**src/rtl/queue_drain_pkg.sv**
```systemverilog
// ============================================================================
// queue_drain_pkg : shared types and widths for the queue drain scheduler
// Rev 1.0
// ============================================================================
`default_nettype none

package queue_drain_pkg;

  localparam int WORD_W = 8;
  localparam int LEN_W  = 4;

  typedef enum logic [1:0] {
    IDLE    = 2'd0,
    POP     = 2'd1,
    CAPTURE = 2'd2,
    SEND    = 2'd3
  } drain_state_t;

endpackage

`default_nettype wire

```
**src/rtl/drain_timeout_cnt.sv**
```systemverilog
// ============================================================================
// drain_timeout_cnt : saturating idle counter; expired_o once TIMEOUT_CYC-1 reached
// Rev 1.0
// ============================================================================
`default_nettype none

module drain_timeout_cnt #(
  parameter int TIMEOUT_CYC = 64
) (
  input  logic clock,
  input  logic reset,
  input  logic clr_i,
  input  logic en_i,
  output logic expired_o
);

  localparam int CNT_W = (TIMEOUT_CYC > 1) ? $clog2(TIMEOUT_CYC) : 1;
  localparam logic [CNT_W-1:0] CNT_MAX = CNT_W'(TIMEOUT_CYC - 1);

  logic [CNT_W-1:0] cnt_q;
  logic [CNT_W-1:0] cnt_d;
  logic [CNT_W-1:0] base;

  // A clear drops the history, but the current enabled cycle still counts.
  always_comb begin
    base  = clr_i ? '0 : cnt_q;
    cnt_d = base;
    if (en_i && (base != CNT_MAX)) begin
      cnt_d = base + 1'b1;
    end
  end

  always_ff @(posedge clock or negedge reset) begin
    if (!reset) begin
      cnt_q <= '0;
    end else begin
      cnt_q <= cnt_d;
    end
  end

  assign expired_o = (cnt_q == CNT_MAX);

endmodule

`default_nettype wire

```
**src/rtl/queue_drain_ctrl.sv**
```systemverilog
// ============================================================================
// queue_drain_ctrl : pops the byte queue and forwards words over valid/ready.
// Optional word counter enabled by QUEUE_DRAIN_CTRL_STATS_EN.   Rev 1.0
// ============================================================================
`default_nettype none

module queue_drain_ctrl
  import queue_drain_pkg::*;
#(
  parameter int DEPTH       = 8,
  parameter int DRAIN_WM    = 2,
  parameter int HIGH_WM     = 7,
  parameter int TIMEOUT_CYC = 64
) (
  input  logic              clock,
  input  logic              reset,
  input  logic [LEN_W-1:0]  q_len_i,
  input  logic [WORD_W-1:0] q_data_i,
  output logic              q_dequeue_o,
  output logic              des_enable_o,
  input  logic              flush_i,
  output logic              m_valid_o,
  output logic [WORD_W-1:0] m_data_o,
  input  logic              m_ready_i,
  output logic              busy_o
`ifdef QUEUE_DRAIN_CTRL_STATS_EN
  ,
  output logic [15:0]       word_count_o
`endif
);

  localparam logic [LEN_W-1:0] DRAIN_WM_L = LEN_W'(DRAIN_WM);
  localparam logic [LEN_W-1:0] HIGH_WM_L  = LEN_W'(HIGH_WM);

  generate
    if (!((DRAIN_WM > 0) && (DRAIN_WM <= HIGH_WM) && (HIGH_WM <= DEPTH) &&
          (DEPTH <= 15) && (TIMEOUT_CYC >= 2))) begin : g_bad_params
      $error("queue_drain_ctrl: illegal parameter combination");
    end
  endgenerate

  drain_state_t      state_q;
  drain_state_t      state_d;
  logic              drain_q;
  logic              drain_d;
  logic [WORD_W-1:0] data_q;
  logic [WORD_W-1:0] data_d;
  logic              des_en_q;
  logic [LEN_W-1:0]  len_prev_q;

  logic len_nz;
  logic at_wm;
  logic at_hwm;
  logic len_changed;
  logic to_expired;
  logic to_clr;
  logic to_en;
  logic start;

  assign len_nz      = (q_len_i != '0);
  assign at_wm       = (q_len_i >= DRAIN_WM_L);
  assign at_hwm      = (q_len_i >= HIGH_WM_L);
  assign len_changed = (q_len_i != len_prev_q);

  assign start = (state_q == IDLE) && len_nz &&
                 (at_wm || flush_i || (to_expired && !len_changed));

  assign to_en  = (state_q == IDLE) && len_nz && !at_wm && !flush_i && !start;
  assign to_clr = (state_q != IDLE) || start || !len_nz || len_changed;

  drain_timeout_cnt #(
    .TIMEOUT_CYC (TIMEOUT_CYC)
  ) u_timeout (
    .clock     (clock),
    .reset     (reset),
    .clr_i     (to_clr),
    .en_i      (to_en),
    .expired_o (to_expired)
  );

  always_ff @(posedge clock or negedge reset) begin
    if (!reset) begin
      state_q    <= IDLE;
      drain_q    <= 1'b0;
      data_q     <= '0;
      des_en_q   <= 1'b1;
      len_prev_q <= '0;
    end else begin
      state_q    <= state_d;
      drain_q    <= drain_d;
      data_q     <= data_d;
      des_en_q   <= !at_hwm;
      len_prev_q <= q_len_i;
    end
  end

  always_comb begin
    state_d = state_q;
    drain_d = drain_q;
    data_d  = data_q;
    case (state_q)
      IDLE: begin
        if (start) begin
          state_d = POP;
          drain_d = 1'b1;
        end
      end
      POP: begin
        // A stale zero length means the queue emptied underneath us.
        if (len_nz) begin
          state_d = CAPTURE;
        end else begin
          state_d = IDLE;
          drain_d = 1'b0;
        end
      end
      CAPTURE: begin
        data_d  = q_data_i;
        state_d = SEND;
      end
      SEND: begin
        if (m_ready_i) begin
          if (len_nz && drain_q) begin
            state_d = POP;
          end else begin
            state_d = IDLE;
            drain_d = 1'b0;
          end
        end
      end
      default: begin
        state_d = IDLE;
        drain_d = 1'b0;
      end
    endcase
  end

  always_comb begin
    q_dequeue_o = (state_q == POP) && len_nz;
    m_valid_o   = (state_q == SEND);
    busy_o      = (state_q != IDLE);
  end

  assign m_data_o     = data_q;
  assign des_enable_o = des_en_q;

`ifdef QUEUE_DRAIN_CTRL_STATS_EN
  logic [15:0] word_cnt_q;

  always_ff @(posedge clock or negedge reset) begin
    if (!reset) begin
      word_cnt_q <= '0;
    end else if (m_valid_o && m_ready_i) begin
      word_cnt_q <= word_cnt_q + 16'd1;
    end
  end

  assign word_count_o = word_cnt_q;
`endif

endmodule

`default_nettype wire

```
**config.mk**
```make
export PLATFORM = sky130hd
export DESIGN_NAME = queue_drain_ctrl
export DESIGN_NICKNAME = d
export VERILOG_FILES = /design/src/rtl/queue_drain_pkg.sv /design/src/rtl/drain_timeout_cnt.sv /design/src/rtl/queue_drain_ctrl.sv
export SDC_FILE = /design/constraint.sdc
export NUM_CORES = 1
export LEC_CHECK = 0
export BUFFER_PORTS_ARGS = -buffer_cell sky130_fd_sc_hd__buf_2
export CAP_MARGIN = 10
export CORE_ASPECT_RATIO = 1.25
export CORE_MARGIN = 4
export CORE_UTILIZATION = 45
export DETAILED_ROUTE_END_ITERATION = 8
export PLACE_DENSITY = 0.7
export SLEW_MARGIN = 20
export SYNTH_ARGS = -nofsm -noshare
export SYNTH_HDL_FRONTEND = slang
export SYNTH_HIERARCHICAL = 1
export SYNTH_SLANG_ARGS = --single-unit
```
**constraint.sdc**
```tcl
create_clock -name clock -period 6.4 [get_ports clock]
set_input_delay 1.28 -clock clock [delete_from_list [all_inputs] [get_ports clock]]
set_output_delay 1.28 -clock clock [all_outputs]
set_load 0.03 [all_outputs]
```
# After elaboration in Yosys (flattened, before gate mapping)

Index checks and enable logic that the tools add are counted.

Word-level logic and storage cells: 57
Input bits: 16
Register bits: 22

Mux-type cells: 12
Equal/unequal tests: 10
Reductions and logical operators: 26
Add/subtract/negate cells: 1
$lt $le $gt $ge: 2

Operators with widths:

| operator                                                               | number |
|---|---|
| 6-bit 2-to-1 mux                                                       | 2 |
| 1-bit logical AND                                                      | 9 |
| 2-bit case mux with 4 select lines                                     | 1 |
| 6-bit by 1-bit adder with 6-bit output (second input constant)         | 1 |
| 6-bit == test (second input constant)                                  | 1 |
| 1-bit zero test                                                        | 6 |
| 2-bit 2-to-1 mux                                                       | 3 |
| 2-bit != test (second input constant)                                  | 3 |
| 6-bit != test (second input constant)                                  | 1 |
| 1-bit logical OR                                                       | 5 |
| 1-bit 2-to-1 mux                                                       | 5 |
| 5-bit AND reduction                                                    | 1 |
| 2-bit == test (second input constant)                                  | 2 |
| 4-bit by 2-bit >= comparator with 1-bit output (second input constant) | 1 |
| 4-bit by 3-bit >= comparator with 1-bit output (second input constant) | 1 |
| 4-bit != test                                                          | 1 |
| 4-bit nonzero test                                                     | 1 |
| 1-bit case mux with 3 select lines                                     | 1 |
| 3-bit nonzero test                                                     | 1 |
| 2-bit by 1-bit == test with 1-bit output (second input constant)       | 1 |
| 2-bit zero test                                                        | 1 |
| 2-bit by 1-bit != test with 1-bit output (second input constant)       | 1 |
| 2-bit AND reduction                                                    | 1 |
| 2-bit nonzero test                                                     | 1 |

# Depth between registers and ports, before layout

Depth in word-level cells: 12
Mapped depth: 9
Mapped depth without buffers: 9

# Modules after synthesis

Netlist, hierarchy kept.

By module, submodules not included:

| module            | area an instance (sq um) | cells an instance | times used |
|---|---|---|---|
| queue_drain_ctrl  | 706.9                    | 57                | 1 |
| drain_timeout_cnt | 364.1                    | 30                | 1 |

# Worst setup path after synthesis

No wires, ideal clock.

Path type: input port to output port
Start: input port q_len_i[3]
End: output port q_dequeue_o
Arrival time: 2025 ps
Cell stages on the path: 3
Setup slack: 3095 ps
Path through: or4_4 > nand2_1 > nor2_1

Longest elaborated chain between the ends: 2

Ends and longest elaborated chain:

| item               | line                    | RTL |
|---|---|---|
| start, declared    | queue_drain_ctrl.sv:17  | `input logic [LEN_W-1:0] q_len_i,` |
| 4-bit nonzero test | queue_drain_ctrl.sv:60  | `assign len_nz = (q_len_i != '0);` |
| 1-bit logical AND  | queue_drain_ctrl.sv:139 | `q_dequeue_o = (state_q == POP) && len_nz;` |
| end, declared      | queue_drain_ctrl.sv:19  | `output logic q_dequeue_o,` |

No other way between the ends.

# Final worst setup path

Same ends and word-level chain as after synthesis.

==> flow_summary.yaml <==
worst_setup_path:
  ff2ff_path_depth: 8
  worstSetupStartpoint: "q_len_i[3]"
  arrival_ns: 2.29
  crit_type: "input port to output port"
  worstPathMaxFanout: 5
  cp.required_ns: 5.12
  critPathCaptureType: "output port"
  cp-start-kind: "input port"
synthesis:
  post-synth-top-area-fraction_pct: 49.1
  syn-instance-count: 87
  syn_area_sq_um: 1070
  syn-num-nets: 104
  synth.distinct_cells: 34
  synth-edff-count: 0
  synth_flop_cell: "dfrtp_1"
  yosysSeqAreaShare_pct: 51.5
  yosysTopAreaCell: "dfrtp_1"
  yosys_warnings: 6
  synthArstFlopShare_pct: 100
  ys_ff_latch: 22
  ys_top_cells_by_count: "dfrtp_1, mux2_2, nand2_1, and2b_2, xnor2_1"
  syn_avg_cell_area_sq_um: 12.3
  ys_top_cells_by_area: "dfrtp_1, mux2_2, and2b_2"
  yosysMostFrequentCell: "dfrtp_1"
routing:
  wl_per_cell_um: 13.0
  viasPerCell: 5.16
  vias: 763
  initialDrtViolationCount: 4
  drcViolationCount: 0
  firstDrtPassIters: 4
  routed_wl_um: 1920
  antenna_left: 0
power_and_ir_drop:
  power.total_w: 0.000471
  cellPowerDensity_nw_per_um2: 371
  vdd_ir_drop_max_uv: 191
  p_leak_nw: 0.627
clock_network:
  cts_sinks: 22
  clockBufferDepth: 2
  cts_tree: "built"
  clk_latency_ns: 0.30
  path_clk_slew_ns: 0.11
  cts_hold_buf: 0
  cts-resized-gates: 0
  h-tree-depth: 1
  cts-root-buf: "clkbuf_4"
  postCtsSetupBuffers: 0
  cts_buffers: 3
die:
  initial_core_util_pct: 47.9
  die_area_sq_um: 3230
  die_y_um: 62.5
  pin_count: 28
  rows: 19
  core_area_sq_um: 2230
  die_w_um: 51.6
cells_and_area:
  synthToLayoutAreaGrowth_pct: 18.6
  diodes: 0
  layout-drive-gt1-share_pct: 45.3
  nNetsFinal: 135
global_routing:
  grt_pass1_vias: 792
  grt_util_met3_pct: 2.15
  use_met1_pct: 16.0
  grtUsageMet2_pct: 22.8
  grt.overflow.total: 0
  antenna_found_initial: 0
  grt_busiest_layer: "met2"
  gr-usage-all-layers_pct: 13.3
  grt_pass1_wl_um: 3360
  grt_max_degree: 23
min_path:
  min-delay-start: "m_data_o[1]"
  holdCritPathClass: "flip-flop to flip-flop"
  holdPathStages: 1
outcome:
  status: "completed"
sta:
  hold_viol_final: 0
  max_slew_margin_pct: 67.7
  finalCritPeriodShare_pct: 55.7
  tightest_slew_ns: 0.485
  final_max_slew_viol_count: 0
  finalClockSkew_ns: 0.00802
  rsz0062_at_grt: "no"
  setup_tns_ns: 0
  final-setup-viol-count: 0
  min_period_ns: 3.57
  maxClockFrequency_mhz: 280
  setup_slack_ns: 2.83
placement:
  globalplace.congestion: 0.704
  port_buffers: 27
  dp_hpwl_um: 1470
  post-place-ws_ns: 2.84
flow_run:
  max-cap-violations: 0
[sequential cells by signal, indices dropped and copies added, names as in the netlist, named ones only]
| signal | cells |
|---|---|
| state_q | 1 |
| u_timeout/cnt_q | 6 |
| len_prev_q | 4 |
| m_data_o | 8 |
| des_enable_o | 1 |
| drain_q | 1 |
[report_power, final]
| group | internal (W) | switching [W] |
|---|---|---|
| clock network | 0.0000347 | 0.0000401 |
| registers | 0.000175 | 0.0000224 |
| logic | 0.0000740 | 0.000125 |
| total | 0.000284 | 0.000187 |
[per-stage QoR]
stage	hold WS [ns]	std cells	cell area, sq um	util [%]
finish	0.518	148	1270	56.8
global route	0.537	148	1270	56.8
CTS	0.524	148	1270	56.8
detailed placement	0.496	144	1230	55.2
global placement	0.481	144	1230	55.2
floorplan	0.486	87	1070	-
[worst max-delay path, stage by stage]
cell	delay, ns
buf_2	0.13
or4_4	0.56
nand2_1	0.08
nor2_1	0.05
buf_2	0.18
[layout by cell type (no fill, tap or decap), types with 2 or more instances in the layout]
| cell | n |
|---|---|
| mux2_2 | 8 |
| nor2_1 | 3 |
| nand3_1 | 2 |
| nor3_1 | 3 |
| xor2_1 | 3 |
| a31oi_1 | 2 |
| nand3b_1 | 2 |
| buf_2 | 27 |
| inv_1 | 2 |
| and3_1 | 2 |
| and4b_1 | 2 |
| o211ai_1 | 2 |
| clkbuf_4 | 3 |
| nand2_1 | 6 |
| dfrtp_1 | 21 |
| xnor2_1 | 5 |
| and2b_2 | 5 |
[final cells by class]
type | count | area [sq um]
Clock buffer | 4 | 36.3
Fill cell | 207 | 965
Inverter | 2 | 7.51
Multi-Input combinational cell | 62 | 500
Sequential cell | 22 | 552
Tap cell | 31 | 38.8
Timing Repair Buffer | 27 | 135
[path summary, 6_finish.rpt]
check	end	slack (ns)
worst max register to register	u_timeout/cnt_q[1]	3.88
worst min register to register	m_data_o[1]	0.52
min in group asynchronous	asynchronous set/reset pin	0.92
worst min-delay path	m_data_o[1]	0.52
max in group asynchronous	des_enable_o	5.14
worst max-delay path	q_dequeue_o	2.83
[cells by family after synthesis]
| family | after synthesis | synth area share [%] |
|---|---|---|
| buffers and inverters | 3 | 1.75 |
| adder cells (fa/ha/maj) | 1 | 1.17 |
| multiplexers | 9 | 9.81 |
| XOR/XNOR | 8 | 6.54 |
| AND/OR/NAND/NOR | 32 | 20.7 |
| AO/OA/AOI/OAI | 12 | 8.53 |
| flip-flops | 22 | 51.5 |
[routing by layer]
metal,vias up,share of wire [%]
met5,-,0
met4,0,0.89
met3,2,4.7
met2,14,51
met1,375,44
li1,372,-
(Power assumes the default switching activity.)
